==> config.mk <==
export PLATFORM = sky130hd
export DESIGN_NAME = fetch_ctrl
export DESIGN_NICKNAME = d
export VERILOG_FILES = /design/src/rtl/fetch_ctrl_pkg.sv /design/src/rtl/fetch_skid_buf.sv /design/src/rtl/fetch_ctrl.sv
export SDC_FILE = /design/constraint.sdc
export NUM_CORES = 1
export LEC_CHECK = 0
export BUFFER_PORTS_ARGS = -buffer_cell sky130_fd_sc_hd__buf_4
export CORE_MARGIN = 3
export CORE_UTILIZATION = 52
export CTS_CLUSTER_SIZE = 28
export DETAILED_ROUTE_END_ITERATION = 10
export PLACE_DENSITY_LB_ADDON = 0.3
export SLEW_MARGIN = 10
export SYNTH_ARGS = -nofsm -noshare
export SYNTH_HDL_FRONTEND = slang
export SYNTH_HIERARCHICAL = 1
export SYNTH_SLANG_ARGS = --single-unit
==> constraint.sdc <==
create_clock -name clk -period 13.01 [get_ports clk]
set_input_delay 0.6505 -clock clk [delete_from_list [all_inputs] [get_ports clk]]
set_output_delay 0.6505 -clock clk [all_outputs]
set_load 0.01 [all_outputs]
==> src/rtl/fetch_ctrl_pkg.sv <==
// Shared fetch-stage constants and the fetch FSM state encoding.
// The decode/hazard unit imports this package as well.
package fetch_ctrl_pkg;

  localparam int          ADDR_W   = 64;
  localparam int          INSTR_W  = 32;
  localparam int          IMEM_AW  = 9;
  localparam logic [63:0] PC_INC   = 64'd1;
  localparam logic [63:0] RESET_PC = 64'd0;

  typedef enum logic [1:0] {
    S_BOOT = 2'd0,
    S_RUN  = 2'd1,
    S_HALT = 2'd2
  } fetch_state_e;

endpackage

==> src/rtl/fetch_skid_buf.sv <==
// One-entry skid buffer holding an instruction and its PC while decode stalls.
module fetch_skid_buf #(
  parameter int ADDR_W  = 64,
  parameter int INSTR_W = 32
) (
  input  logic               clk,
  input  logic               rst,
  input  logic               flush,
  input  logic               load,
  input  logic               drain,
  input  logic [INSTR_W-1:0] in_instr,
  input  logic [ADDR_W-1:0]  in_pc,
  output logic               valid,
  output logic [INSTR_W-1:0] out_instr,
  output logic [ADDR_W-1:0]  out_pc
);

  logic               valid_reg;
  logic [INSTR_W-1:0] instr_reg;
  logic [ADDR_W-1:0]  pc_reg;

  // Occupancy: flush (redirect) beats load, load only happens while empty.
  always_ff @(posedge clk) begin
    if (rst || flush) begin
      valid_reg <= 1'b0;
    end else if (load) begin
      valid_reg <= 1'b1;
    end else if (valid_reg && drain) begin
      valid_reg <= 1'b0;
    end
  end

  // Payload capture; contents are don't-care while the entry is empty.
  always_ff @(posedge clk) begin
    if (load) begin
      instr_reg <= in_instr;
      pc_reg    <= in_pc;
    end
  end

  assign valid     = valid_reg;
  assign out_instr = instr_reg;
  assign out_pc    = pc_reg;

endmodule

==> src/rtl/fetch_ctrl.sv <==
// Fetch controller: steers the PC register, issues BRAM reads, and hands
// instructions to decode through a 1-entry skid buffer.
module fetch_ctrl #(
  parameter int                ADDR_W   = fetch_ctrl_pkg::ADDR_W,
  parameter int                INSTR_W  = fetch_ctrl_pkg::INSTR_W,
  parameter int                IMEM_AW  = fetch_ctrl_pkg::IMEM_AW,
  parameter logic [ADDR_W-1:0] PC_INC   = ADDR_W'(fetch_ctrl_pkg::PC_INC),
  parameter logic [ADDR_W-1:0] RESET_PC = ADDR_W'(fetch_ctrl_pkg::RESET_PC)
) (
  input  logic               clk,
  input  logic               rst,
  input  logic [ADDR_W-1:0]  PC,
  output logic [ADDR_W-1:0]  PC_next,
  output logic [IMEM_AW-1:0] imem_addr,
  input  logic [INSTR_W-1:0] imem_rdata,
  output logic               if_valid,
  input  logic               if_ready,
  output logic [INSTR_W-1:0] if_instr,
  output logic [ADDR_W-1:0]  if_pc,
  input  logic               br_taken,
  input  logic [ADDR_W-1:0]  br_target,
  input  logic               halt_req,
  output logic               halted,
  output logic [31:0]        fetch_count
);

  import fetch_ctrl_pkg::*;

  fetch_state_e       state_reg, state_next;
  logic               inflight_reg;
  logic [ADDR_W-1:0]  fpc_reg;
  logic [31:0]        fetch_count_reg;
  logic               issue_en;
  logic               skid_v;
  logic               skid_load;
  logic [INSTR_W-1:0] skid_instr;
  logic [ADDR_W-1:0]  skid_pc;

  // BRAM registers this address itself; the data comes back next cycle.
  assign imem_addr = PC[IMEM_AW-1:0];

  // State register.
  always_ff @(posedge clk) begin
    if (rst) begin
      state_reg <= S_BOOT;
    end else begin
      state_reg <= state_next;
    end
  end

  // Next state, PC steering and issue decision. A redirect outranks halt
  // and any stall; issue waits until the skid is empty and the read in
  // flight (if any) is being consumed this cycle.
  always_comb begin
    state_next = state_reg;
    PC_next    = PC;
    issue_en   = 1'b0;
    case (state_reg)
      S_BOOT: begin
        PC_next    = RESET_PC;
        state_next = S_RUN;
      end
      S_RUN: begin
        if (br_taken) begin
          PC_next = br_target;
        end else begin
          issue_en = !skid_v && (!inflight_reg || if_ready);
          if (issue_en) begin
            PC_next = PC + PC_INC;
          end
          if (halt_req) begin
            state_next = S_HALT;
          end
        end
      end
      S_HALT: begin
        if (br_taken) begin
          PC_next    = br_target;
          state_next = S_RUN;
        end
      end
      default: begin
        state_next = S_BOOT;
      end
    endcase
    if (rst) begin
      PC_next = RESET_PC;
    end
  end

  // Track the outstanding BRAM read and the PC it belongs to.
  always_ff @(posedge clk) begin
    if (rst) begin
      inflight_reg <= 1'b0;
      fpc_reg      <= '0;
    end else begin
      inflight_reg <= issue_en;
      if (issue_en) begin
        fpc_reg <= PC;
      end
    end
  end

  // Park the returning read data when decode is not taking it.
  assign skid_load = inflight_reg && !skid_v && !if_ready && !br_taken;

  fetch_skid_buf #(
    .ADDR_W  (ADDR_W),
    .INSTR_W (INSTR_W)
  ) u_skid (
    .clk       (clk),
    .rst       (rst),
    .flush     (br_taken),
    .load      (skid_load),
    .drain     (if_ready),
    .in_instr  (imem_rdata),
    .in_pc     (fpc_reg),
    .valid     (skid_v),
    .out_instr (skid_instr),
    .out_pc    (skid_pc)
  );

  // The skid entry is always older than the read in flight, so it goes first.
  assign if_valid = (skid_v || inflight_reg) && !br_taken && !rst;
  assign if_instr = skid_v ? skid_instr : imem_rdata;
  assign if_pc    = skid_v ? skid_pc : fpc_reg;
  assign halted   = (state_reg == S_HALT);

  // Count accepted transfers; wraps naturally at 2^32.
  always_ff @(posedge clk) begin
    if (rst) begin
      fetch_count_reg <= '0;
    end else if (if_valid && if_ready) begin
      fetch_count_reg <= fetch_count_reg + 32'd1;
    end
  end

  assign fetch_count = fetch_count_reg;

endmodule

==> flow_summary.toml, run 1 <==
[logic_synthesis]
synth_adder_area_share_pct = 0.387
synthMuxAreaShare_pct = 9.91
synth_async_sr_flop_share_pct = 0
ys_ff_latch = 196
syn_area_sq_mm = 0.0116
synth_top_family_by_area = "simple AND/OR/NAND/NOR gates"
synth_nets = 1529
yosys.area.top_type_share_pct = 24.8
yosysWarnings = 6
synth-compound-area-share_pct = 15.3
yosysMostFrequentCell = "nand2_1"
yosysTopAreaCell = "edfxtp_1"
yosysSeqAreaShare_pct = 42.0
synth.distinct_cells = 70
synth_common_cells = "nand2_1 (211), a21oi_1 (160), nor2_1 (125)"
synth_cells = 1362
synth_edf_count = 96
synth_flop_cell = "dfxtp_1"
synth_simple_gate_area_share_pct = 23.0
syn_area_per_cell_sq_um = 8.55
synth-xor-area-share_pct = 4.89
netlist_top_cells_area = "edfxtp_1 (25%), dfxtp_1 (17%), mux2_2 (9.5%)"

[pwr]
seqPwrFrac_pct = 44.3
ir_worst_vdd_mv = 0.0806
power_density_mw_per_mm2 = 100
p_leak_nw = 5.96
p_sw_mw = 0.432
p_int_mw = 1.07
switching_share_pct = 28.7
clockPowerShare_pct = 37.6
p_comb_share_pct = 18.1

[setup_path]
path_max_fanout = 101
regToRegSetupSlack_ns = 9.59
crit_path_end = "PC_next[40]"
critical-path-top-delay-family = "simple AND/OR/NAND/NOR gates"
r2r_end = "fetch_count[24]"
crit_chain = "buf_4 > nor2b_1 > nand2_1 > or3_1 > nor3_1 > a31oi_1 > o21ai_0 > buf_4"
crit_slowest_cell = "buf_4"
max_stage_delay_ns = 0.79
crit_cells = 8
worst-setup-path-type = "flip-flop to output port"
path_buf_inv = 2
crit_start = "state_reg[0]"
worstSetupEndpointType = "output port"
path_common_cell = "buf_4"
critical_path.startpoint_type = "flip-flop"
cp.required_ns = 12.36
worstRegToRegCells = 7
regToRegStartpoint = "u_skid/valid"
crit_arrival_ns = 3.52

[final_layout]
fin_util_pct = 68.8
area_growth_pct = 29.4
drive_above_1_share_pct = 32.1
n_antenna_cell = 0
fin_nets = 1820

[clocking]
insertion_delay_ns = 0.44
post_cts_buffers = 0
cts_sinks = 196
clockBufferDepth = 2
cts_root_buffer = "clkbuf_16"
postCtsHoldBufs = 0
clk_pin_slew_worst_paths_ns = 0.08
numCtsBuffers = 17
cts_resized = 0
htree_num_levels = 4
tritoncts = "built"

[sta]
fin_setup_tns_ns = 0
rsz0062_at_grt = "no"
timing.slew.headroom_pct = 14.8
fin_crit_sh_pct = 32.0
worst_slack_ns = 8.84
final_hold_viol_count = 0
setup_viol = 0
hold_ws_ns = 0.393
fin_crit_ns = 4.17
fmax_ghz = 0.240
worstMarginPinSlew_ns = 1.27
drv_slew = 0
fin_skew_ns = 0.0136

[floorplanning]
pin_count = 368
rows = 54
start_util_pct = 53.2
die_x_um = 156
fp.dieH_um = 156
dieArea_sq_mm = 0.0242
core_area_sq_mm = 0.0219

[drt]
vias_per_cell = 6.14
drcViolationCount = 0
met3_length_mm = 4.32
wl_per_cell_um = 21.2
maxUsedRoutingLayer = "met4"
met1Wirelength_mm = 15.9
ant_nets = 0
vias = 11956
wl_mm = 41.3
drtIter0Drc = 1352
drtPass1Iterations = 6
met2WireLength_mm = 19.5

[global_route]
grt_pass1_vias = 11414
track_usage_pct = 32.5
grt_remaining_overflow = 0
grt_pass1_wl_mm = 62.8
grt_max_degree = 103
antenna_found_initial = 0

[status]
outcome = "finished, final reports clean"

[hold_path]
worstHoldPathType = "input pin to flip-flop"
worstHoldStart = "imem_rdata[23]"

[placed_design]
place_ws_ns = 9.07
dp_hpwl_mm = 28.5
gp_congestion = 0.936
io_buffers = 367

[job]
drv_cap = 0
worst register-to-register path, delay by kind of cell (launching register included):
family / cells / cell delay (ns)
AND/OR/NAND/NOR: 5 / 1.58
buffers and inverters: 1 / 0.78
flip-flops: 1 / 0.76
XOR/XNOR: 1 / 0.18
power groups by stage:
stage	Clock [mW]	Combinational [mW]	Sequential, mW
floorplan	0	0.137	0.679
global placement	0	0.262	0.680
detailed placement	0	0.267	0.681
CTS	0.569	0.269	0.667
global route	0.592	0.293	0.669
finish	0.567	0.273	0.667
final cells by class:
type                       instances  area (sq um)
clock buffer                      17           425
clock inverter                    15           203
fill                            1805          6830
inverter                          17          63.8
multi-input combinational       1041          6260
sequential                       196          4890
tap                              280           350
timing repair buffer             380          2860
how the worst min path moves through the flow:
stage	end	slack [ns]	depth (start not counted)
final	u_skid/out_instr[23]	0.39	1
after detailed placement	u_skid/out_pc[3]	0.44	0
after CTS	u_skid/out_instr[23]	0.38	1
after floorplan	u_skid/out_pc[0]	0.43	0
after global placement	u_skid/out_pc[12]	0.43	0
after global routing	u_skid/out_instr[23]	0.38	1
cell families (layout without fill, tap and decap cells):
family	count (synthesis)	count (layout)
multiplexers	103	103
AND/OR/NAND/NOR	561	561
adder cells (fa/ha/maj)	4	4
flip-flops	196	196
XOR/XNOR	65	65
AO/OA/AOI/OAI	308	308
buffers and inverters	125	429
per-layer routing:
| metal | track usage [%] | vias up |
|---|---|---|
| li1 | - | 5459 |
| met1 | 41.6 | 5675 |
| met2 | 53.2 | 698 |
| met3 | 7.99 | 124 |
| met4 | 12.9 | 0 |
| met5 | 0 | - |
layout by cell type (no fill, tap or decap), types with 40 or more instances in the layout:
cell type | Yosys | final
dfxtp_1 | 100 | 97
mux2_2 | 98 | 98
nor3_1 | 50 | 50
edfxtp_1 | 96 | 96
nor2_1 | 125 | 124
buf_4 | 9 | 378
a21oi_1 | 160 | 160
o21ai_0 | 61 | 61
nand2_1 | 211 | 211
nand3_1 | 41 | 40
through the flow:
stage	instances	total power, mW	area, sq um
2_1_floorplan	1362	0.816	11600
5_1_grt	1946	1.55	15100
4_1_cts	1945	1.51	15000
3_5_place_dp	1913	0.948	14400
6_report	1946	1.51	15100
3_3_place_gp	1913	0.942	14400
Power figures use the tool's default switching activity.
==> inputs of run 2 (changes only) <==
- ABC_AREA: unset -> 1
- CORE_UTILIZATION: 52 -> 48
- clock period: 13.01 -> 3.4 ns (I/O delays scaled with it)
==> flow_summary.toml, run 2 <==
[sta]
worst_slack_ns = 0.423
fin_crit_ns = 2.98
hold_ws_ns = 0.0138
setup_viol = 0
rsz0062_at_grt = "no"
fmax_ghz = 0.336
final_hold_viol_count = 0
worstMarginPinSlew_ns = 1.08
fin_skew_ns = 0.0191
timing.slew.headroom_pct = 28.0
fin_crit_sh_pct = 87.6
drv_slew = 0
fin_setup_tns_ns = 0

[logic_synthesis]
ys_ff_latch = 196
synth_edf_count = 96
netlist_top_cells_area = "edfxtp_1 (22%), dfxtp_1 (16%), nand2_1 (15%)"
synth_flop_cell = "dfxtp_1"
yosysTopAreaCell = "edfxtp_1"
syn_area_per_cell_sq_um = 6.49
synth.distinct_cells = 43
synth_common_cells = "nand2_1 (525), nor2_1 (417), o21ai_0 (146)"
yosys.area.top_type_share_pct = 22.5
yosysMostFrequentCell = "nand2_1"
yosysSeqAreaShare_pct = 38.0
synth_async_sr_flop_share_pct = 0
syn_area_sq_mm = 0.0128
synth_cells = 1979
yosysWarnings = 6
synth_nets = 2146

[drt]
ant_nets = 0
wl_mm = 50.3
wl_per_cell_um = 19.0
vias = 15236
drtPass1Iterations = 8
drcViolationCount = 0
drtIter0Drc = 1778
vias_per_cell = 5.76

[setup_path]
crit_arrival_ns = 2.81
cp.required_ns = 3.23
regToRegSetupSlack_ns = 0.88
worstRegToRegCells = 7
regToRegStartpoint = "state_reg[0]"
r2r_end = "fpc_reg[43]"
worst-setup-path-type = "flip-flop to output port"
path_max_fanout = 41
critical_path.startpoint_type = "flip-flop"
worstSetupEndpointType = "output port"

[floorplanning]
die_x_um = 170
rows = 59
pin_count = 368
core_area_sq_mm = 0.0262
fp.dieH_um = 170
start_util_pct = 49.0
dieArea_sq_mm = 0.0287

[hold_path]
worst_hold_path.endpoint = "fpc_reg[25]"
worstHoldPathType = "input pin to flip-flop"
worstHoldStart = "PC[25]"
holdPathStages = 3

[final_layout]
final_common_cell = "nand2_1"
drive_above_1_share_pct = 20.7
final_cell_mix = "nand2_1 (525), nor2_1 (417), buf_4 (383), o21ai_0 (146), nand3_1 (127)"
regArea_sq_mm = 0.00489
area_growth_pct = 29.2
n_antenna_cell = 0
final_cells = 2646
fin_nets = 2465
multi_input_area_sq_mm = 0.00702
fillers = 2361

[clocking]
cts_sinks = 196
insertion_delay_ns = 0.45
tritoncts = "built"
htree_num_levels = 4
numCtsBuffers = 17
clockBufferDepth = 2
cts_resized = 0
cts_root_buffer = "clkbuf_16"
clk_pin_slew_worst_paths_ns = 0.08

[placed_design]
io_buffers = 367
dp_cells = 2582
gp_congestion = 0.966
dp_hpwl_mm = 35.3
place_ws_ns = 0.922

[job]
drv_cap = 0

[global_route]
grt_pass1_vias = 14268
track_usage_pct = 33.5
grt_max_degree = 96
grt_remaining_overflow = 0
grt_pass1_wl_mm = 77.1
antenna_found_initial = 0

[status]
outcome = "finished, final reports clean"

[pwr]
ir_worst_vdd_mv = 0.327
p_leak_nw = 7.21
power_density_mw_per_mm2 = 353
==> run 2: changes by cell type after synthesis, moves of 16 or more <==
cell / before / now
o22ai_1: 16 / 0
nor2_1: 125 / 417
nand4_1: 28 / 59
nand2b_1: 35 / 0
a21oi_1: 160 / 102
nand3_1: 41 / 127
xnor2_1: 32 / 5
o21ai_0: 61 / 146
inv_1: 16 / 102
buf_2: 6 / 31
mux2_2: 98 / 0
xor2_1: 33 / 7
nand2_1: 211 / 525
nor3_1: 50 / 75
==> run 2: cell type report <==
type	instances	share of cell area, %
clock buffer	21	2.84
timing repair buffer	418	19.6
inverter	111	2.53
multi-input combinational	1554	42.3
sequential	196	29.5
tap	335	2.53
clock inverter	11	0.671
==> run 2: what timing repair did <==
| item | in CTS | in global routing |
|---|---|---|
| endpoints found under the setup margin | 0 | 0 |
| endpoints found under the hold margin | 32 | 0 |
| hold buffers | 32 | 0 |
| buffers inserted | 0 | 0 |
==> run 2: worst max-delay path: stages (launching register included) <==
cell and delay (ns):
dfxtp_1 0.41, inv_2 0.09, nor2_2 0.27, inv_2 0.40, buf_4 0.37, nor3_1 0.16, nor2_1 0.06, a21oi_1 0.38
buf_4 0.21
==> run 2: layer usage <==
metal,GRT usage [%],part of all wire (%),wire (um)
met5,0,0,0
met3,6.03,10,5120
met4,13.8,4.2,2110
met1,43.5,39,19600
met2,55.6,47,23400
==> run 2: report_power, final <==
group | switching (mW) | internal, mW
Clock | 1.02 | 1.04
Sequential | 0.0464 | 2.55
Combinational | 0.704 | 0.489
Total | 1.77 | 4.07
==> run 2: stage by stage <==
step	area, sq um	util (%)	power [mW]
3_5_place_dp	15700	59.9	3.79
4_1_cts	16600	63.3	5.84
5_1_grt	16600	63.3	6.05
6_report	16600	63.3	5.85
2_1_floorplan	12900	-	3.21
3_3_place_gp	15700	59.9	3.77
==> run 2: worst max-delay path by stage <==
| stage | start | endpoint | slack (ns) |
|---|---|---|---|
| global route | state_reg[1] | PC_next[40] | 0.33 |
| detailed placement | state_reg[0] | fpc_reg[43] | 0.92 |
| global placement | state_reg[0] | fpc_reg[3] | 1.01 |
| finish | state_reg[1] | PC_next[40] | 0.42 |
| CTS | state_reg[1] | PC_next[40] | 0.54 |
| floorplan | u_skid/valid | u_skid/out_instr[0] | 0.01 |
==> run 2: logic make-up after synthesis <==
| kind of cell | count (synthesis) | synth area share (%) |
|---|---|---|
| DFF | 196 | 38.0 |
| and+or+nand+nor | 1265 | 42.4 |
| AOI/OAI and AO/OA | 275 | 11.2 |
| buffers and inverters | 229 | 7.35 |
| xor gates and xnor gates | 12 | 0.819 |
| adders and majority gates | 2 | 0.195 |
